`src/rtl/cu_pkg.sv`:
```
// Shared control-unit definitions: microstore address width, next-address
// codes carried in each microinstruction, and default vectors. Used by the
// microsequencer, the microstore and the instruction decoder.
package cu_pkg;

  localparam int UADDR_W = 7;

  // Next-address codes (n_code field of the microinstruction)
  localparam logic [2:0] N_DISPATCH = 3'b000;
  localparam logic [2:0] N_INC      = 3'b001;
  localparam logic [2:0] N_JUMP     = 3'b010;
  localparam logic [2:0] N_COND     = 3'b011;
  localparam logic [2:0] N_WAIT     = 3'b100;
  localparam logic [2:0] N_CALL     = 3'b101;
  localparam logic [2:0] N_RETURN   = 3'b110;
  localparam logic [2:0] N_RESTART  = 3'b111;

  localparam logic [UADDR_W-1:0] DEF_RESET_VECTOR = 7'h00;
  localparam logic [UADDR_W-1:0] DEF_FAULT_ADDR   = 7'h7F;

  // Sequential successor; wraps 7F -> 00 through natural width truncation.
  function automatic logic [UADDR_W-1:0] uaddr_inc(input logic [UADDR_W-1:0] a);
    return a + 7'd1;
  endfunction

endpackage

```
`src/rtl/cu_next_addr_mux.sv`:
```
// Purely combinational next-address selection for the microsequencer.
// Ports:
//   n_code      next-address type of the current microinstruction
//   cr_addr     target-address field
//   inv         inverts cond_true for conditional branch
//   dec_addr    decoder dispatch address
//   cond_true   condition-tester result
//   moc         memory operation complete
//   index       current micro-PC
//   ret_addr    saved return address
//   wait_cnt    cycles already spent in the current memory wait
//   next        selected next micro-PC
//   fault       wait timeout in this cycle
//   wait_hold   wait continues (counter should advance)
//   wait_active stalled in a memory wait
module cu_next_addr_mux
  import cu_pkg::*;
#(
  parameter int                 MOC_TIMEOUT  = 15,
  parameter logic [UADDR_W-1:0] FAULT_ADDR   = DEF_FAULT_ADDR,
  parameter logic [UADDR_W-1:0] RESET_VECTOR = DEF_RESET_VECTOR
) (
  input  logic [2:0]         n_code,
  input  logic [UADDR_W-1:0] cr_addr,
  input  logic               inv,
  input  logic [UADDR_W-1:0] dec_addr,
  input  logic               cond_true,
  input  logic               moc,
  input  logic [UADDR_W-1:0] index,
  input  logic [UADDR_W-1:0] ret_addr,
  input  logic [7:0]         wait_cnt,
  output logic [UADDR_W-1:0] next,
  output logic               fault,
  output logic               wait_hold,
  output logic               wait_active
);

  localparam logic [7:0] LAST_WAIT = 8'(MOC_TIMEOUT - 1);

  logic [UADDR_W-1:0] w_inc;
  logic               w_timeout;

  assign w_inc       = uaddr_inc(index);
  assign wait_active = (n_code == N_WAIT) & ~moc;
  // moc wins over timeout because wait_active already excludes moc.
  assign w_timeout   = wait_active & (wait_cnt == LAST_WAIT);

  always_comb begin
    next      = w_inc;
    fault     = 1'b0;
    wait_hold = 1'b0;
    unique case (n_code)
      N_DISPATCH: next = dec_addr;
      N_INC:      next = w_inc;
      N_JUMP:     next = cr_addr;
      N_COND:     next = (cond_true ^ inv) ? cr_addr : w_inc;
      N_WAIT: begin
        if (moc) begin
          next = w_inc;
        end else if (w_timeout) begin
          next  = FAULT_ADDR;
          fault = 1'b1;
        end else begin
          next      = index;
          wait_hold = 1'b1;
        end
      end
      N_CALL:     next = cr_addr;
      N_RETURN:   next = ret_addr;
      N_RESTART:  next = RESET_VECTOR;
      default:    next = w_inc;
    endcase
  end

endmodule

```
`src/rtl/cu_microsequencer.sv`:
```
// Control-unit microsequencer: holds the micro-PC that indexes the microstore
// and advances it each cycle according to the microinstruction's
// next-address code. Also holds a single-entry return register and the
// memory-wait timeout counter.
// Ports:
//   clk, rst_n   clock, async active-low reset
//   n_code       next-address type (from microinstruction)
//   cr_addr      target-address field (from microinstruction)
//   inv          inverts cond_true for code 011
//   dec_addr     decoder dispatch address
//   cond_true    condition-tester result
//   moc          memory operation complete
//   index        registered micro-PC, drives microstore index
//   wait_active  high while stalled in a memory wait (combinational)
//   fault        one-cycle pulse on wait timeout (combinational)
module cu_microsequencer
  import cu_pkg::*;
#(
  parameter int                 MOC_TIMEOUT  = 15,
  parameter logic [UADDR_W-1:0] FAULT_ADDR   = DEF_FAULT_ADDR,
  parameter logic [UADDR_W-1:0] RESET_VECTOR = DEF_RESET_VECTOR
) (
  input  logic               clk,
  input  logic               rst_n,
  input  logic [2:0]         n_code,
  input  logic [UADDR_W-1:0] cr_addr,
  input  logic               inv,
  input  logic [UADDR_W-1:0] dec_addr,
  input  logic               cond_true,
  input  logic               moc,
  output logic [UADDR_W-1:0] index,
  output logic               wait_active,
  output logic               fault
);

  logic [UADDR_W-1:0] r_index;
  logic [UADDR_W-1:0] r_ret;
  logic [7:0]         r_wait_cnt;

  logic [UADDR_W-1:0] w_next;
  logic               w_fault;
  logic               w_wait_hold;
  logic               w_wait_active;

  cu_next_addr_mux #(
    .MOC_TIMEOUT  (MOC_TIMEOUT),
    .FAULT_ADDR   (FAULT_ADDR),
    .RESET_VECTOR (RESET_VECTOR)
  ) u_mux (
    .n_code      (n_code),
    .cr_addr     (cr_addr),
    .inv         (inv),
    .dec_addr    (dec_addr),
    .cond_true   (cond_true),
    .moc         (moc),
    .index       (r_index),
    .ret_addr    (r_ret),
    .wait_cnt    (r_wait_cnt),
    .next        (w_next),
    .fault       (w_fault),
    .wait_hold   (w_wait_hold),
    .wait_active (w_wait_active)
  );

  always_ff @(posedge clk or negedge rst_n) begin
    if (!rst_n) begin
      r_index    <= RESET_VECTOR;
      r_ret      <= RESET_VECTOR;
      r_wait_cnt <= 8'd0;
    end else begin
      r_index <= w_next;
      if (n_code == N_CALL) r_ret <= uaddr_inc(r_index);
      // Counter only survives a cycle that keeps holding in the wait;
      // moc, timeout and any other code clear it.
      r_wait_cnt <= w_wait_hold ? r_wait_cnt + 8'd1 : 8'd0;
    end
  end

  assign index       = r_index;
  assign wait_active = w_wait_active;
  assign fault       = w_fault;

endmodule
```
`config.mk`:
```
export PLATFORM = sky130hd
export DESIGN_NAME = cu_microsequencer
export DESIGN_NICKNAME = d
export VERILOG_FILES = /design/src/rtl/cu_pkg.sv /design/src/rtl/cu_next_addr_mux.sv /design/src/rtl/cu_microsequencer.sv
export SDC_FILE = /design/constraint.sdc
export NUM_CORES = 1
export LEC_CHECK = 0
export CAP_MARGIN = 20
export CORE_MARGIN = 2
export CORE_UTILIZATION = 49
export CTS_BUF_LIST = sky130_fd_sc_hd__clkbuf_16
export DETAILED_ROUTE_END_ITERATION = 12
export GPL_TIMING_DRIVEN = 0
export PLACE_DENSITY = 0.77
export SLEW_MARGIN = 20
export SYNTH_ARGS = -nofsm -noshare
export SYNTH_HDL_FRONTEND = slang
export SYNTH_SLANG_ARGS = --single-unit
```
`constraint.sdc`:
```
create_clock -name clk -period 1.8 [get_ports clk]
set_input_delay 0.36 -clock clk [delete_from_list [all_inputs] [get_ports clk]]
set_output_delay 0.36 -clock clk [all_outputs]
set_load 0.01 [all_outputs]
```
==> impl_metrics.tcl <==
set metrics [dict create \
    status "finished clean" \
    yosysWarnings 0 \
    antenna_found_initial 0 \
    syn_to_final_growth_pct 34.26 \
    die_y_um 56.59 \
    nNetsFinal 206 \
    ys_types 39 \
    synthArstFlopShare 1.000 \
    final_max_slew_viol_count 0 \
    ys_seq_area_frac 0.4063 \
    grt_pass1_wl_um 5575 \
    cts_tree "built" \
    p_leak_nw 0.7592 \
    firstDrtPassIters 4 \
    final_hold_viol_count 0 \
    dp_hpwl_um 2364 \
    layoutNonFillerInstCount 211 \
    critPathKind "reg -> out" \
    hold_ws_ns 0.06381 \
    cp-start-kind "flip-flop" \
    drc 0 \
    period_share 0.9692 \
    core_region_area_sq_um 2686 \
    finalSetupViolations 0 \
    startpoint "r_wait_cnt[0]" \
    path_max_fanout 2 \
    cap_violations 0 \
    cp.arrival_ns 1.38 \
    fillCellCount 236 \
    syn-instance-count 143 \
    worst_slew_pin_slew_ns 0.4927 \
    cts.sinks 22 \
    hold_buffers 0 \
    syn_avg_cell_area_sq_um 9.476 \
    htree_levels 1 \
    grt_pass1_vias 1213 \
    fp-row-count 19 \
    num_vias 1237 \
    rsz0062_at_grt "yes" \
    antenna_left 0 \
    final_area_sq_um 1819 \
    fmax_mhz 573.2 \
    grt.total_usage 0.2241 \
    hold_class "in -> async" \
    synth_seq_cells 22 \
    via_per_inst 5.863 \
    clockRootBuffer "clkbuf_16" \
    syn_area_sq_um 1355 \
    timing.rr.start "index[0]" \
    portBuffers 29 \
    finalClockSkew_ns 0.003346 \
    wl_per_cell_um 15.11 \
    relSlewSlack 0.6715 \
    syn_nets 168 \
    placed_cell_area_sq_um 1684 \
    design.die.area_sq_um 3202 \
    place_inst 203 \
    ys.flop_type "dfrtp_1" \
    worstPathRequired_ns 1.44 \
    diodes 0 \
    power_density_nw_per_um2 794.6 \
    cts_made_buffers 3 \
    drtIter0Drc 34 \
    wirelength_um 3189 \
    vdd_drop_max_mv 0.5197 \
    drive_gt1_frac 0.1611 \
    die_w_um 56.59 \
    critPathCaptureType "primary output" \
    cts.path.max_buffers 2 \
    pin_count 31 \
    initial_core_util 0.5044 \
    grt_max_degree 23 \
    clk_latency_ns 0.25 \
    grt_overflow_total 0 \
    period_minus_slack_ns 1.745 \
    gp_congestion 0.8125 \
    clk_pin_slew_ns 0.06 \
    synth_edf_count 0 \
]
-- final timing paths --
check | slack [ns] | depth (start not counted) | endpoint
min | 0.06 | 1 | r_wait_cnt[3]
max in group asynchronous | 1.38 | 1 | index[0]
min in group clk | 0.49 | 1 | r_ret[1]
max reg2reg | 0.10 | 5 | index[1]
min reg2reg | 0.49 | 1 | r_ret[1]
max | 0.06 | 6 | fault
-- per-layer routing --
| metal | part of all wire | vias to the layer above | routed length [um] | GRT usage |
|---|---|---|---|---|
| met5 | 0 | - | 0 | 0 |
| li1 | - | 596 | - | - |
| met3 | 0.044 | 7 | 140 | 0.03917 |
| met2 | 0.46 | 33 | 1477 | 0.3439 |
| met1 | 0.47 | 601 | 1513 | 0.3264 |
| met4 | 0.018 | 0 | 57 | 0.06122 |
-- synth_stat cells, types with 3 or more instances --
cell type / n / area [sq um]
a221oi_1: 4 / 35.03
a31oi_1: 4 / 25.02
xor2_1: 8 / 70.07
nand3_1: 8 / 40.04
nand2_1: 12 / 45.04
a22o_1: 8 / 70.07
nor2_1: 18 / 67.56
buf_6: 3 / 33.78
o21ai_1: 11 / 55.05
xnor2_1: 3 / 26.28
dfrtp_1: 22 / 550.5
o21ai_0: 3 / 15.01
and2_1: 3 / 18.77
ha_1: 3 / 37.54
-- cell usage in the layout, fill, tap and decap left out, drive strengths merged, types with 4 or more instances in the layout --
cell type and count:
nand2 12, a221oi 4, dfrtp 22, nor2 19, buf 13, nand3 8, a22o 8, a31oi 4
nor2b 4, dlygate4sd2 4, xor2 8, o21ai 14, clkbuf 4, clkdlybuf4s50 23
-- power by group --
part           internal, mW  leakage, nW  switching [mW]
combinational         0.191        0.436           0.161
clock                 0.296       0.0385           0.175
sequential            0.562        0.285          0.0592
total                  1.05        0.759           0.396
-- per-stage QoR --
stage	setup WS, ns	utilization	total power [mW]	TNS [ns]
CTS	-0.02354	0.6660	1.449	-0.02354
detailed placement	-0.6328	0.6269	0.9736	-3.480
floorplan	0.1922	-	0.8117	0
global route	-0.06849	0.6772	1.516	-0.06849
finish	0.05543	0.6772	1.445	0
global placement	-0.5320	0.6269	0.9671	-2.538
-- critical path, cell delays in order (launching register included) --
cell,delay [ns]
dfrtp_1,0.39
inv_1,0.06
ha_1,0.13
nor3b_4,0.17
nand3_2,0.11
nor3_2,0.12
buf_2,0.15
-- area by class of cell --
| cell class | instances | area (sq um) | share of cell area |
|---|---|---|---|
| Buffer | 8 | 62.56 | 0.03439 |
| Clock buffer | 3 | 75.07 | 0.04127 |
| Clock inverter | 1 | 3.754 | 0.002063 |
| Inverter | 1 | 3.754 | 0.002063 |
| Multi-Input combinational cell | 112 | 778.2 | 0.4278 |
| Sequential cell | 22 | 551.8 | 0.3033 |
| Tap cell | 31 | 38.79 | 0.02132 |
| Timing Repair Buffer | 33 | 305.3 | 0.1678 |
-- flip-flops by register name, summed over array words and instances (netlist names) --
name,flops
index,7
r_ret,7
r_wait_cnt,8
-- kinds of logic after synthesis --
| kind of cell | synth area share |
|---|---|
| AO/OA/AOI/OAI | 0.2059 |
| XOR/XNOR | 0.07110 |
| adder cells (fa/ha/maj) | 0.02770 |
| buffers and inverters | 0.04893 |
| flip-flops | 0.4063 |
| multiplexers | 0.01939 |
| AND/OR/NAND/NOR | 0.2207 |
-- repair_timing --
| item | 4_1_cts | 5_1_grt |
|---|---|---|
| resized for setup | 12 | 4 |
| pin swaps | 3 | 2 |
| setup buffers | 2 | 2 |
| endpoints found under the setup margin | 2 | 3 |
Power figures use the tool's default switching activity.
